## src/rtl/fifo_push_arbiter.sv

```systemverilog
// Round-robin, packet-locked arbiter that shares one fifo push port among NUM_REQ
// producers. Every enqueued beat is tagged with its source id.
module fifo_push_arbiter #(
  parameter int NUM_REQ    = 4,
  parameter int DATA_WIDTH = 32,
  localparam int ID_W      = $clog2(NUM_REQ)
) (
  input  logic                          clk,
  input  logic                          rst,
  input  logic [NUM_REQ-1:0]            req_valid,
  input  logic [NUM_REQ-1:0]            req_last,
  input  logic [NUM_REQ*DATA_WIDTH-1:0] req_data,
  output logic [NUM_REQ-1:0]            req_ready,
  input  logic                          fifo_full,
  input  logic                          fifo_pop,
  output logic                          fifo_push,
  output logic                          fifo_potential_push,
  output logic [ID_W+DATA_WIDTH-1:0]    fifo_data_in,
  output logic                          locked,
  output logic [ID_W-1:0]               owner_id
);

  typedef enum logic {ARB = 1'b0, LOCKED = 1'b1} state_t;

  state_t                state_reg, state_next;
  logic [ID_W-1:0]       rr_ptr_reg, rr_ptr_next;
  logic [ID_W-1:0]       owner_reg, owner_next;
  logic [DATA_WIDTH-1:0] data_arr [NUM_REQ];
  logic [ID_W:0]         cand;
  logic [ID_W-1:0]       arb_winner, sel_id, sel_id_inc;
  logic                  space, sel_valid, sel_last, push;

  genvar gi;
  generate
    for (gi = 0; gi < NUM_REQ; gi++) begin : g_req
      assign data_arr[gi]  = req_data[gi*DATA_WIDTH +: DATA_WIDTH];
      assign req_ready[gi] = push && (sel_id == ID_W'(gi));
    end
  endgenerate

  // Scan from the highest rotation offset down so the first valid after rr_ptr wins.
  always_comb begin
    arb_winner = rr_ptr_reg;
    cand       = '0;
    for (int k = NUM_REQ - 1; k >= 0; k--) begin
      cand = {1'b0, rr_ptr_reg} + (ID_W+1)'(k);
      if (cand >= (ID_W+1)'(NUM_REQ)) cand = cand - (ID_W+1)'(NUM_REQ);
      if (req_valid[cand[ID_W-1:0]]) arb_winner = cand[ID_W-1:0];
    end
  end

  always_comb begin
    state_next  = state_reg;
    rr_ptr_next = rr_ptr_reg;
    owner_next  = owner_reg;
    space       = ~fifo_full | fifo_pop;
    sel_id      = (state_reg == LOCKED) ? owner_reg : arb_winner;
    sel_valid   = req_valid[sel_id];
    sel_last    = req_last[sel_id];
    sel_id_inc  = (sel_id == ID_W'(NUM_REQ - 1)) ? '0 : sel_id + ID_W'(1);
    push        = space & sel_valid & ~rst;
    if (push) begin
      if (sel_last) begin
        state_next  = ARB;
        rr_ptr_next = sel_id_inc;
      end else begin
        state_next = LOCKED;
        owner_next = sel_id;
      end
    end
  end

  always_ff @(posedge clk) begin
    if (rst) begin
      state_reg  <= ARB;
      rr_ptr_reg <= '0;
      owner_reg  <= '0;
    end else begin
      state_reg  <= state_next;
      rr_ptr_reg <= rr_ptr_next;
      owner_reg  <= owner_next;
    end
  end

  assign fifo_push           = push;
  assign fifo_potential_push = push;
  assign fifo_data_in        = {sel_id, data_arr[sel_id]};
  assign locked              = (state_reg == LOCKED);
  assign owner_id            = owner_reg;

  a_push_space : assert property (@(posedge clk) disable iff (rst) fifo_push |-> space);
  a_ready_oh0  : assert property (@(posedge clk) disable iff (rst) $onehot0(req_ready));
  a_lock_owner : assert property (@(posedge clk) disable iff (rst)
    (state_reg == LOCKED) |-> ((req_ready & ~(NUM_REQ'(1) << owner_reg)) == '0));

  generate
    for (gi = 0; gi < NUM_REQ; gi++) begin : g_proto
      a_hold : assert property (@(posedge clk) disable iff (rst)
        (req_valid[gi] && !req_ready[gi]) |=>
          (req_valid[gi] && $stable(req_last[gi]) &&
           $stable(req_data[gi*DATA_WIDTH +: DATA_WIDTH])));
    end
  endgenerate

endmodule

```

## config.mk

```make
export PLATFORM = sky130hd
export DESIGN_NAME = fifo_push_arbiter
export DESIGN_NICKNAME = d
export VERILOG_FILES = /design/src/rtl/fifo_push_arbiter.sv
export SDC_FILE = /design/constraint.sdc
export NUM_CORES = 1
export LEC_CHECK = 0
export BUFFER_PORTS_ARGS = -buffer_cell sky130_fd_sc_hd__clkbuf_2
export CAP_MARGIN = 10
export CORE_MARGIN = 1.5
export CORE_UTILIZATION = 31
export CTS_BUF_LIST = sky130_fd_sc_hd__clkbuf_16
export DETAILED_ROUTE_END_ITERATION = 8
export MAX_ROUTING_LAYER = met4
export PLACE_DENSITY = 0.82
export RECOVER_POWER = 25
export SLEW_MARGIN = 10
export SYNTH_ARGS = -nofsm -noshare
export SYNTH_HDL_FRONTEND = slang
export SYNTH_SLANG_ARGS = --single-unit
```

## constraint.sdc

```tcl
create_clock -name clk -period 2.1 [get_ports clk]
set_input_delay 0 -clock clk [delete_from_list [all_inputs] [get_ports clk]]
set_output_delay 0 -clock clk [all_outputs]
set_load 0.03 [all_outputs]
```

* After elaboration in Yosys (flattened, before gate mapping)
Cells that the tools add are included.
** Word-level totals
- Output and inout port bits :: 43
- Logic and storage cells :: 64
- Register bits :: 5
** Operators by class
- $lt $le $gt $ge :: 10
- Reduce and logical (&&, ||, !) cells :: 7
- Multiplexer cells :: 26
- Equality and inequality tests :: 3
- Add/sub/neg operators :: 8
- Bitwise gates (word level) :: 7
** Operator list (number)
- $bmux 32 s2 :: 1
- $mux 32 :: 2
- $mux 2 :: 10
- $lt 2x3->1 const B :: 5
- $bmux 1 s2 :: 6
- $ge 3x3->1 const B :: 4
- $sub 2x1->2 const B :: 4
- $mux 1 :: 7
- $add 2x2->3 const B :: 2
- $eq 2x2->1 const B :: 2
- $logic_and 1x1->1 :: 4
- $reduce_and 2->1 :: 2
- $add 2x1->3 const B :: 1
- $ge 2x3->1 const B :: 1
- $not 1->1 :: 3
- $not 2->3 :: 1
- $add 2x1->2 const B :: 1
- $and 1x1->1 :: 2
- $eq 2x1->1 const B :: 1
- $logic_not 2->1 :: 1
- $or 1x1->1 :: 1

* Longest topological paths before layout
- Depth after elaboration :: 15
- Mapped depth :: 10
- Mapped depth without buffers :: 8

* Worst setup path before layout
No wires, ideal clock.
- Path kind :: register -> register
- Start :: register state_reg (netlist: locked)
- End :: register rr_ptr_reg[1]
- Clock period less this slack :: 2304 ps
- Arrival time :: 2182 ps
- Slack :: -204 ps
- Required time :: 1979 ps
- Stages on the path, launching flop included :: 8
- Path through :: dfxtp_1 nor2_1 a211oi_1 a21oi_2 inv_1 clkbuf_1 ha_1 mux2_4
** RTL lines
- start: declaration :: line 25 : state_t state_reg, state_next;
- start signal: assignment :: line 79 : state_reg <= state_next;
- $mux 2 (*) :: line 57 : sel_id = (state_reg == LOCKED) ? owner_reg : arb_winner;
- via fifo_data_in[33] :: line 18 : output logic [ID_W+DATA_WIDTH-1:0] fifo_data_in,
- $add 2x1->2 / $eq 2x2->1 (equally long branches) :: line 60 : sel_id_inc = (sel_id == ID_W'(NUM_REQ - 1)) ? '0 : sel_id + ID_W'(1);
- $mux 2 (*) :: line 60
- via sel_id_inc[1] :: line 30 : logic [ID_W-1:0] arb_winner, sel_id, sel_id_inc;
- end signal: assignment :: line 80 : rr_ptr_reg <= rr_ptr_next;
- end: declaration :: line 26 : logic [ID_W-1:0] rr_ptr_reg, rr_ptr_next;
The timed path passes the listed nets; every way through them passes the cells marked *. The select of a mux whose other input is x is not followed.
A chain may end at the register's enable or synchronous reset.

* Worst setup path after layout
- Start :: register rr_ptr_reg[1]
- End :: output port fifo_data_in[17]
** Between the ends
- Longest elaborated chain between the ends :: 14
** RTL lines
- $add 2x2->3 :: line 46 : cand = {1'b0, rr_ptr_reg} + (ID_W+1)'(k);
- $ge 3x3->1 / $sub 2x1->2 (equally long branches) :: line 47 : if (cand >= (ID_W+1)'(NUM_REQ)) cand = cand - (ID_W+1)'(NUM_REQ);
- $mux 2 :: line 47
- $bmux 1 s2 :: line 48 : if (req_valid[cand[ID_W-1:0]]) arb_winner = cand[ID_W-1:0];
- $mux 1 (implied by the code) :: line 48
- $mux 2 (3 in series) :: line 48
- $mux 2 (*) :: line 48
- $mux 2 (*) :: line 57
- $not 2->3 (implied by the code) (*) :: line 87 : assign fifo_data_in = {sel_id, data_arr[sel_id]};
- $bmux 32 s2 (*) :: line 87
- $mux 32 (implied by the code) (*) (2 in series) :: line 87
- end: declaration :: line 18
Every way passes the cells marked *; elsewhere a longest branch is shown, timed or not. The select of a mux whose other input is x is not followed.

==> flow_metrics.tcl <==
set metrics [dict create \
    status "complete, but fails checks" \
    violations "negative setup slack" \
    worstSetupStartpointType "register" \
    cts_tree "done" \
    finalCritPeriodShare_pct 103 \
    dr.pass1.iters 4 \
    path_max_fanout 10 \
    wl_per_cell_um 14.2 \
    yosys-top-cells-area "nand2_1, a31oi_1, and3_1" \
    ios 183 \
    path_buf_inv 3 \
    synth_area_leader_cell "nand2_1" \
    crit_family "compound AO/OA/AOI/OAI gates" \
    dieArea_um2 5480 \
    syn_nets 429 \
    place.gp.congestion 0.876 \
    finalPower_mw 5.54 \
    grt_pass1_vias 2476 \
    cp.required_ns 2.10 \
    min_period_ns 2.17 \
    synthTopCellsByCount "nand2_1, a31oi_1, and3_1" \
    tns_ns -0.716 \
    drc 0 \
    cts_inserted_buffers 3 \
    overflow 0 \
    dp.cells 522 \
    setup_ws_ns -0.0712 \
    ys_seq_elements 5 \
    max_cap_violations 0 \
    die_h_um 74.1 \
    synth.distinct_cells 34 \
    synth_top_area_share_pct 31.4 \
    syn-cell-area_um2 1570 \
    crit_type "reg2out" \
    clkSinkCount 5 \
    ys_seq_area_share_pct 6.39 \
    die-width_um 74.1 \
    cts_buffer_depth 2 \
    hold_viol 0 \
    port_buffers 182 \
    rsz0062_at_grt "true" \
    ys.flop_type "dfxtp_1" \
    holdBufCountCts 0 \
    ant_nets 0 \
    cp_cell_sequence "nand2b_4 > a21oi_2 > o41a_4 > clkinv_8 > buf_12 > nand2_1 > and3_1 > a31oi_1 > buf_4" \
    slew_headroom_pct 75.7 \
    critPathCaptureType "output port" \
    h-tree-depth 1 \
    nNetsFinal 615 \
    tightest_slew_ns 0.354 \
    final_max_slew_viol_count 0 \
    synth_edf_count 0 \
    n_antenna_cell 0 \
    grt_max_degree 35 \
    worstHoldPathType "in2reg" \
    hold_ws_ns 0.0355 \
    max-vdd-ir-drop_uv 970 \
    worstSkewPairLatency_ns 0.23 \
    leakage_nw 1.78 \
    yosys.cell_count.top_type "nand2_1" \
    clockRootBuffer "clkbuf_16" \
    finClkSkew_ns 0.000337 \
    viasPerCell 5.12 \
    fill_cells 413 \
    initial_core_util_pct 32.7 \
    slowest_delay_ns 0.53 \
    fin_cells 537 \
    crit_slowest_cell "o41a_4" \
    clk_pin_slew_ns 0.04 \
    drt-initial-drc-count 150 \
    row_count 25 \
    ys_warn_count 0 \
    vias 2749 \
    setup_viol 26 \
    antenna_found_initial 0 \
    power_density_nw_per_um2 1700 \
    critical_path_arrival_ns 2.17 \
    place_area_um2 2610 \
    avgSynthCellArea_um2 5.49 \
    core_area_um2 4790 \
    area_delta_synth_final_pct 109 \
    synthArstFlopShare_pct 0 \
    fin_area_um2 3270 \
    fin_util_pct 68.3 \
    routed_wl_um 7630 \
    synth_cells 285 \
    dp_slack_ns -0.139 \
    grt_pass1_wl_um 10900 \
    dp_hpwl_um 5010 \
    drive_gt1_share_pct 53.2 \
    max_clock_freq_ghz 0.461 \
    track_usage_pct 25.3 \
]
[worst register-to-register path, stage by stage, from the launching register on]
cell	delay [ns]
dfxtp_4	0.36
nand2b_4	0.12
a21oi_2	0.06
o41a_4	0.53
clkinv_8	0.12
buf_4	0.13
mux2i_4	0.31
nand2_4	0.09
mux2_4	0.31
[power by group]
| part | switching, mW | internal, mW |
|---|---|---|
| clock | 0.0755 | 0.248 |
| sequential | 0.0495 | 0.136 |
| combinational | 2.84 | 2.19 |
| total | 2.97 | 2.57 |
[repair_timing]
item | in CTS | in global routing
resized for setup | 77 | 53
buffers inserted | 7 | 1
setup endpoints to repair | 43 | 43
cloned | 4 | 0
pin swaps | 7 | 9
[path summary, 6_finish.rpt]
check,startpoint,to,slack [ns],depth (start not counted)
worst min-delay path,rst,locked$_SDFFE_PP0P_,0.04,2
worst max-delay path,rr_ptr_reg[1]$_SDFFE_PP0P_,fifo_data_in[17],-0.07,9
worst min register to register,owner_id[1]$_SDFFE_PP0P_,owner_id[1]$_SDFFE_PP0P_,0.55,2
worst max register to register,rr_ptr_reg[1]$_SDFFE_PP0P_,rr_ptr_reg[1]$_SDFFE_PP0P_,-0.05,8
[layout by cell type, fill, tap and decap left out, types with 5 or more instances in the layout]
| cell type | instances |
|---|---|
| buf_8 | 7 |
| a31oi_4 | 7 |
| nor2_1 | 5 |
| and3_4 | 10 |
| clkbuf_8 | 7 |
| nand2_1 | 128 |
| inv_1 | 5 |
| clkbuf_2 | 144 |
| a31oi_2 | 5 |
| buf_4 | 34 |
| a31oi_1 | 20 |
| buf_6 | 5 |
| and3_1 | 22 |
| mux2i_1 | 5 |
[layer usage]
layer	global-route usage [%]	vias to the layer above	wire length, um
met5	-	-	0
met4	8.44	0	131
met3	3.52	17	596
met2	45.8	150	4100
met1	28.2	1242	2810
li1	-	1340	-
[cell type report]
cell class                      count  area (um^2)  share of cell area, %
Sequential cell                     5          105                   3.22
Multi-Input combinational cell    251         1580                   48.4
Clock inverter                      1         3.75                  0.115
Timing Repair Buffer              205         1390                   42.4
Clock buffer                        3         75.1                   2.30
Inverter                            5         31.3                  0.957
Tap cell                           67         83.8                   2.57
[logic make-up (layout without fill, tap and decap cells)]
kind of cell             count (synthesis)  after routing  synth area share [%]
AND/OR/NAND/NOR                        189            189                  53.9
buffers and inverters                   29            214                  9.43
multiplexers                             7              7                  4.80
AO/OA/AOI/OAI                           51             51                  22.3
adder cells (fa/ha/maj)                  4              4                  3.20
flip-flops                               5              5                  6.40
Note: power is estimated with default switching activity, not from simulation.
